**src/rtl/rr_stream_arb.sv**
```systemverilog
// rr_stream_arb: round-robin arbiter over CHANNELS valid/ready input streams
// feeding a single registered output slot (EMPTY/FULL). The slot accepts a new
// word in the same cycle it hands the held one downstream, so throughput is
// one word per cycle.
module rr_stream_arb #(
    parameter int WIDTH    = 8,
    parameter int CHANNELS = 4,
    localparam int SELW    = (CHANNELS > 2) ? $clog2(CHANNELS) : 1
) (
    input  logic                      i_clk,
    input  logic                      i_rst_n,
    input  logic [CHANNELS-1:0]       i_in_valid,
    input  logic [CHANNELS*WIDTH-1:0] i_in_bus,
    output logic [CHANNELS-1:0]       o_in_ready,
    output logic [CHANNELS-1:0]       o_grant,
    output logic [SELW-1:0]           o_sel,
    output logic                      o_out_valid,
    output logic [WIDTH-1:0]          o_out_data,
    input  logic                      i_out_ready
);

    typedef enum logic {EMPTY = 1'b0, FULL = 1'b1} state_t;

    state_t              r_state;
    state_t              w_state_nxt;
    logic [SELW-1:0]     r_ptr;
    logic [WIDTH-1:0]    r_data;

    logic                w_open;
    logic                w_in_xfer;
    logic [CHANNELS-1:0] w_grant;
    logic [SELW-1:0]     w_sel;
    logic [SELW-1:0]     w_ptr_nxt;
    logic [WIDTH-1:0]    w_word;

    // Reset gates the arbiter directly so nothing is granted while rst_n is low.
    assign w_open    = i_rst_n && ((r_state == EMPTY) || i_out_ready);
    assign w_in_xfer = |w_grant;
    assign w_ptr_nxt = (w_sel == SELW'(CHANNELS - 1)) ? '0 : w_sel + SELW'(1);

    // Scan requests upward from r_ptr with wrap; first set bit wins.
    always_comb begin
        int  idx;
        logic found;
        w_grant = '0;
        w_sel   = '0;
        found   = 1'b0;
        idx     = 0;
        if (w_open) begin
            for (int k = 0; k < CHANNELS; k++) begin
                idx = int'(r_ptr) + k;
                if (idx >= CHANNELS) idx = idx - CHANNELS;
                if (!found && i_in_valid[idx]) begin
                    found        = 1'b1;
                    w_grant[idx] = 1'b1;
                    w_sel        = SELW'(idx);
                end
            end
        end
    end

    // Pick the granted channel's slice; ready/grant never look at in_bus.
    always_comb begin
        w_word = '0;
        for (int i = 0; i < CHANNELS; i++) begin
            if (w_grant[i]) w_word = i_in_bus[i*WIDTH +: WIDTH];
        end
    end

    // Output-slot state register.
    always_ff @(posedge i_clk) begin
        if (!i_rst_n) r_state <= EMPTY;
        else          r_state <= w_state_nxt;
    end

    // Output-slot next state: fill on accept, drain when handed off with no refill.
    always_comb begin
        w_state_nxt = r_state;
        case (r_state)
            EMPTY:   if (w_in_xfer) w_state_nxt = FULL;
            FULL:    if (i_out_ready && !w_in_xfer) w_state_nxt = EMPTY;
            default: w_state_nxt = EMPTY;
        endcase
    end

    // Output-slot outputs and arbiter handshakes.
    always_comb begin
        o_out_valid = (r_state == FULL);
        o_out_data  = r_data;
        o_grant     = w_grant;
        o_in_ready  = w_grant;
        o_sel       = w_sel;
    end

    // Data slot and round-robin pointer advance only on an accepted input word.
    always_ff @(posedge i_clk) begin
        if (!i_rst_n) begin
            r_data <= '0;
            r_ptr  <= '0;
        end else if (w_in_xfer) begin
            r_data <= w_word;
            r_ptr  <= w_ptr_nxt;
        end
    end

endmodule

```
**config.mk**
```make
export PLATFORM = sky130hd
export DESIGN_NAME = rr_stream_arb
export DESIGN_NICKNAME = d
export VERILOG_FILES = /design/src/rtl/rr_stream_arb.sv
export SDC_FILE = /design/constraint.sdc
export NUM_CORES = 1
export LEC_CHECK = 0
export CORE_UTILIZATION = 42
export CTS_CLUSTER_SIZE = 30
export DETAILED_ROUTE_END_ITERATION = 16
export GPL_ROUTABILITY_DRIVEN = 1
export HOLD_SLACK_MARGIN = 0.15
export PLACE_DENSITY = 0.89
export SLEW_MARGIN = 20
export SYNTH_ARGS = -nofsm -noshare
export SYNTH_HDL_FRONTEND = slang
export SYNTH_SLANG_ARGS = --single-unit
```
**constraint.sdc**
```tcl
create_clock -name i_clk -period 3.7 [get_ports i_clk]
set_clock_uncertainty 0.05 [all_clocks]
set_input_delay 0.74 -clock i_clk [delete_from_list [all_inputs] [get_ports i_clk]]
set_output_delay 0.74 -clock i_clk [all_outputs]
set_load 0.005 [all_outputs]
```
---- Word-level counts from Yosys, hierarchy flattened ----
Index checks and enable logic that the tools add are counted.
storage, ports and cells
  flip-flop bits (word level) ............. 11
  output and inout port bits .............. 19
  word-level logic and storage cells ...... 98
cells by class
  add/sub/neg operators ................... 8
  order comparisons ....................... 12
  equality and inequality tests ........... 1
  multiplexer cells ....................... 55
  bitwise operators ....................... 4
  reductions and logical operators ........ 15
operator list
  kind                                                                                   number
  32-bit two-way mux                                                                     8
  32-bit by 1-bit greater-or-equal comparator with 1-bit output (second input constant)  4
  32-bit by 4-bit less-than comparator with 1-bit output (second input constant)         4
  4-bit two-way mux                                                                      8
  8-bit two-way mux                                                                      4
  1-bit two-way mux                                                                      20
  2-bit two-way mux                                                                      6
  4-bit bitwise OR                                                                       3
  3-bit by 3-bit subtractor with 4-bit output (second input constant)                    3
  3-bit greater-or-equal comparator (second input constant)                              3
  1-bit logical AND                                                                      9
  1-bit binary-select mux with 2-bit select                                              4
  1-bit demux with 2-bit select                                                          4
  2-bit by 2-bit adder with 3-bit output (second input constant)                         2
  1-bit zero test                                                                        4
  4-bit OR reduction                                                                     1
  2-bit by 3-bit subtractor with 4-bit output (second input constant)                    1
  2-bit by 1-bit adder with 3-bit output (second input constant)                         1
  2-bit by 3-bit greater-or-equal comparator with 1-bit output (second input constant)   1
  2-bit by 1-bit adder with 2-bit output (second input constant)                         1
  2-bit == test (second input constant)                                                  1
  1-bit one-hot mux with 2 select lines                                                  1
  1-bit logical OR                                                                       1
  1-bit inverter                                                                         1

---- Depth between registers and ports, before layout ----
Gate-level depths: netlist of the first run.
  word-level depth ........................ 26
  mapped depth ............................ 13

---- Least setup slack after synthesis of the first run ----
No wires, ideal clock.
  path type ............................... register to output
  start point ............................. register r_ptr[1]
  end point ............................... output port o_in_ready[2]
  arrival time ............................ 2675 ps
  data required time ...................... 2910 ps
  setup slack ............................. 235 ps
  stages on the path, launching flop included .. 10
  buffers on the path ..................... 3
  cell sequence ........................... dfxtp_1 clkbuf_1 inv_1 ha_1 buf_6 mux4_2 nor2b_1 a221oi_2 o31ai_4 buf_4
between the ends
  word-level cells in the longest chain between the ends .. 20
  elaborated cells on any way between the ends .. 74
RTL lines
  item                                                                                                    line  source
  start: declaration                                                                                      26    logic [SELW-1:0] r_ptr;
  start signal: assignment                                                                                102   r_ptr <= w_ptr_nxt;
  branches (longest 18 deep; another with 32-bit by 1-bit greater-or-equal comparator with 1-bit output)  --
  4-bit two-way mux *                                                                                     53    if (!found && i_in_valid[idx]) begin
  4-bit two-way mux *                                                                                     49    if (w_open) begin
  end: declaration                                                                                        14    output logic [CHANNELS-1:0] o_in_ready,
Mark *: on every way between the ends. The select of a mux whose other input is x is not followed.

---- Worst setup path after layout of the first run ----
  start point ............................. input port i_in_valid[2]
  end point ............................... output port o_sel[0]
between the ends
  word-level cells in the longest chain between the ends .. 17
  elaborated cells on any way between the ends .. 29
RTL lines
  item                                                  line  source
  start: declaration                                    12    input logic [CHANNELS-1:0] i_in_valid,
  1-bit binary-select mux with 2-bit select             53
  1-bit two-way mux (not written as such) (2 in a row)  53
  1-bit two-way mux                                     53
  1-bit two-way mux                                     49
  1-bit zero test                                       53
  1-bit logical AND                                     53
  1-bit two-way mux                                     53
  1-bit two-way mux                                     49
  1-bit zero test                                       53
  1-bit logical AND                                     53
  1-bit two-way mux                                     53
  1-bit two-way mux                                     49
  1-bit zero test                                       53
  1-bit logical AND                                     53
  2-bit two-way mux *                                   53
  2-bit two-way mux *                                   49
  end: declaration                                      16    output logic [SELW-1:0] o_sel,
Every way passes the cells marked *; elsewhere a longest branch is shown, timed or not. The select of a mux whose other input is x is not followed.

==> results of run 1 <==
[power by group]
part	internal, uW	switching (uW)
Sequential	179	39.7
Clock	41.7	40.0
Combinational	561	503
Total	782	583
[flip-flops by register name, summed over array words and instances, names as in the netlist]
register     cells
o_out_data       8
r_ptr            2
o_out_valid      1
[layer usage]
| metal | vias up | track usage (%) | part of all wire, % |
|---|---|---|---|
| met3 | 10 | 2.46 | 4.3 |
| li1 | 726 | - | - |
| met2 | 58 | 47.0 | 51 |
| met1 | 745 | 34.6 | 43 |
| met4 | 0 | 8.50 | 1.8 |
| met5 | - | 0 | 0 |
[cells by family after synthesis]
family / count (synthesis)
buffers and inverters: 21
multiplexers: 11
flip-flops: 11
AO/OA/AOI/OAI: 60
adder cells (fa/ha/maj): 5
AND/OR/NAND/NOR: 34
XOR/XNOR: 1
[final cells by class]
| cell class | count | area share, % |
|---|---|---|
| Sequential cell | 11 | 10.2 |
| Multi-Input combinational cell | 111 | 46.7 |
| Inverter | 7 | 1.33 |
| Timing Repair Buffer | 92 | 38.1 |
| Clock buffer | 4 | 1.21 |
| Tap cell | 42 | 2.42 |
[worst paths after layout]
check,from,cells after the start,endpoint
worst max-delay path,i_in_valid[2],7,o_sel[0]
worst min-delay path,o_out_data[4],1,o_out_data[4]
worst max register to register,r_ptr[1],12,o_out_data[0]
worst min register to register,o_out_data[4],1,o_out_data[4]
[cells in the final DEF (no fill, tap or decap), types with 4 or more instances in the layout]
cell type,instances
ha_1,5
mux2i_1,5
dfxtp_1,11
nand2_1,5
a21o_1,8
nor2_1,5
o2bb2ai_2,8
inv_1,6
o21ai_0,10
dlygate4sd2_1,7
clkdlybuf4s50_1,46
buf_4,35
a221oi_1,8
nor3_1,4
[repair_timing]
action                                  in CTS  in global routing
resized for setup                           12                  8
hold endpoints to repair                     0                  0
cloned                                       0                  0
endpoints found under the setup margin       9                  7
buffers inserted                             4                  3
pin swaps                                    3                  3
[metrics by stage]
stage	cells	setup TNS [ns]
after floorplan	143	0
after global routing	267	-0.0184
after detailed placement	256	-1.11
after global placement	256	-0.385
final	267	-0.00247
after CTS	264	-0.187
==> results by group, run 1 <==
Place
  • Cell Area, Placed: 0.00207 mm2
  • Post-DP HPWL: 3520 um
  • Number of port buffers: 57
  • RePlAce Congestion: 0.909
  • Dpl ws: -0.196 ns

Setup path
  • Crit-path leading delay family: buffers and inverters
  • Bufs and invs on worst path: 3
  • Critical path type: in2out
  • Worst path slowest cell: mux4_2
  • Crit path max fanout: 6
  • WP data arrival: 2.91 ns
  • Reg2Reg Setup Slack: 0.36 ns
  • Type of origin of the critical path: input port
  • Crit-path cells: clkdlybuf4s50_1 -> buf_4 -> mux4_2 -> a21oi_1 -> nor2_1 -> nor3_2 -> clkdlybuf4s50_1
  • CP most frequent cell: clkdlybuf4s50_1
  • Largest stage delay on the critical path: 0.58 ns
  • CP endpoint kind: output pin
  • WP data required: 2.91 ns

Detailed routing
  • Antenna viol nets, final: 0
  • Routed vias: 1539
  • Final WL: 4490 um
  • DR WL/cell: 16.8 um
  • DR pass1 iterations: 4
  • Via/cell ratio: 5.76
  • # DRC: 0
  • Drt first-iter violations: 64

STA
  • Final setup violation count: 1
  • Min Tclk post-route: 3.70 ns
  • Least-Margin Pin Slew: 0.433 ns
  • Final worst slack: -0.00247 ns
  • Slew HR: 71.1%
  • Hold slack: 0.421 ns
  • Fin crit share: 100%
  • RSZ-0062 raised after global routing: yes
  • Final Hold Viols: 0
  • Fmax: 270 MHz
  • Final max-slew violation count: 0

Pwr
  • Max IR drop VDD: 0.000418 V
  • Leakage power: 0.000972 uW
  • Total power: 1360 uW
  • Power Dens Cells: 629 mW/mm2

Logic synthesis
  • Adder-cell share of the synthesized area: 4.73%
  • Top-count cell post-synth: dfxtp_1
  • Async SR Flop Fraction: 0%
  • Complex-gate fraction of the synthesized area: 42.0%
  • Syn. warnings: 0
  • Synth top area cells: dfxtp_1, o2bb2ai_2, a221oi_1
  • Cells after Synth: 143
  • Avg Inst Size Synth: 9.24 um2
  • Main synth FF type: dfxtp_1
  • Yosys cell types: 48
  • Largest family of logic cells by synthesized area: compound AO/OA/AOI/OAI gates
  • Mapped Nets: 187
  • Mapped cell area: 0.00132 mm2
  • Yosys top cell by area: dfxtp_1
  • Post-synth top cells: dfxtp_1, o21ai_0, a221oi_1, a21o_1, o2bb2ai_2
  • Yosys top cell area share: 16.7%
  • Mux contribution to synthesized area: 11.5%
  • Simple-gate share of the synthesized area: 15.5%
  • Synth Area in XOR/XNOR: 0.663%
  • EDFF count, synth: 0
  • Yosys reg bits: 11
  • Part of the Yosys area used for sequential elements: 16.7%

Layout
  • Area occupied by multi-input gates: 0.00101 mm2
  • Share of cells above drive strength 1: 30.2%
  • Nets: 270
  • Fill count: 197
  • Area grow syn2layout: 64.1%
  • Fin area: 0.00217 mm2
  • Diode count: 0
  • FF/Latch Area: 220 um2
  • Final core utilization: 75.4%

Global route
  • Initial antenna violation count: 0
  • Vias in the first global route: 1479
  • Pin count of the biggest net entering global routing: 16
  • GRT overflow: 0
  • Global Route Usage Sum: 26.8%
  • Wire length of the first global-routing pass: 7000 um

Clocking
  • CTS Buffer Depth: 2
  • Clock sink count: 11
  • CTS tree: done
  • Clock Latency Late Sink: 0.26 ns
  • Post-CTS Hold Fix Bufs: 0
  • Reg clk slew, reported paths: 0.07 ns
  • H-tree levels: 1
  • CTS Root Cell: clkbuf_4
  • Num CTS Buffers: 3

Floorplan
  • Core Box Area: 0.00288 mm2
  • I/O Pins: 58
  • Die Y-Extent: 58.1 um
  • Initial Utilization: 45.9%
  • Die Wd: 58.1 um
  • Cell row count: 19
  • Full die area: 0.00337 mm2

Worst hold path
  • Hold crit path type: reg2reg

Outcome
  • Failing checks: negative setup slack
  • Outcome: finished, violations left

Flow run
  • Max Cap Violations: 0
Power figures use the tool's default switching activity.
==> run 2, diff against run 1 <==
CAP_MARGIN = 30   (was not set)
==> results of run 2 <==
Final layout, timing and power as in run 1 (identical DEF).
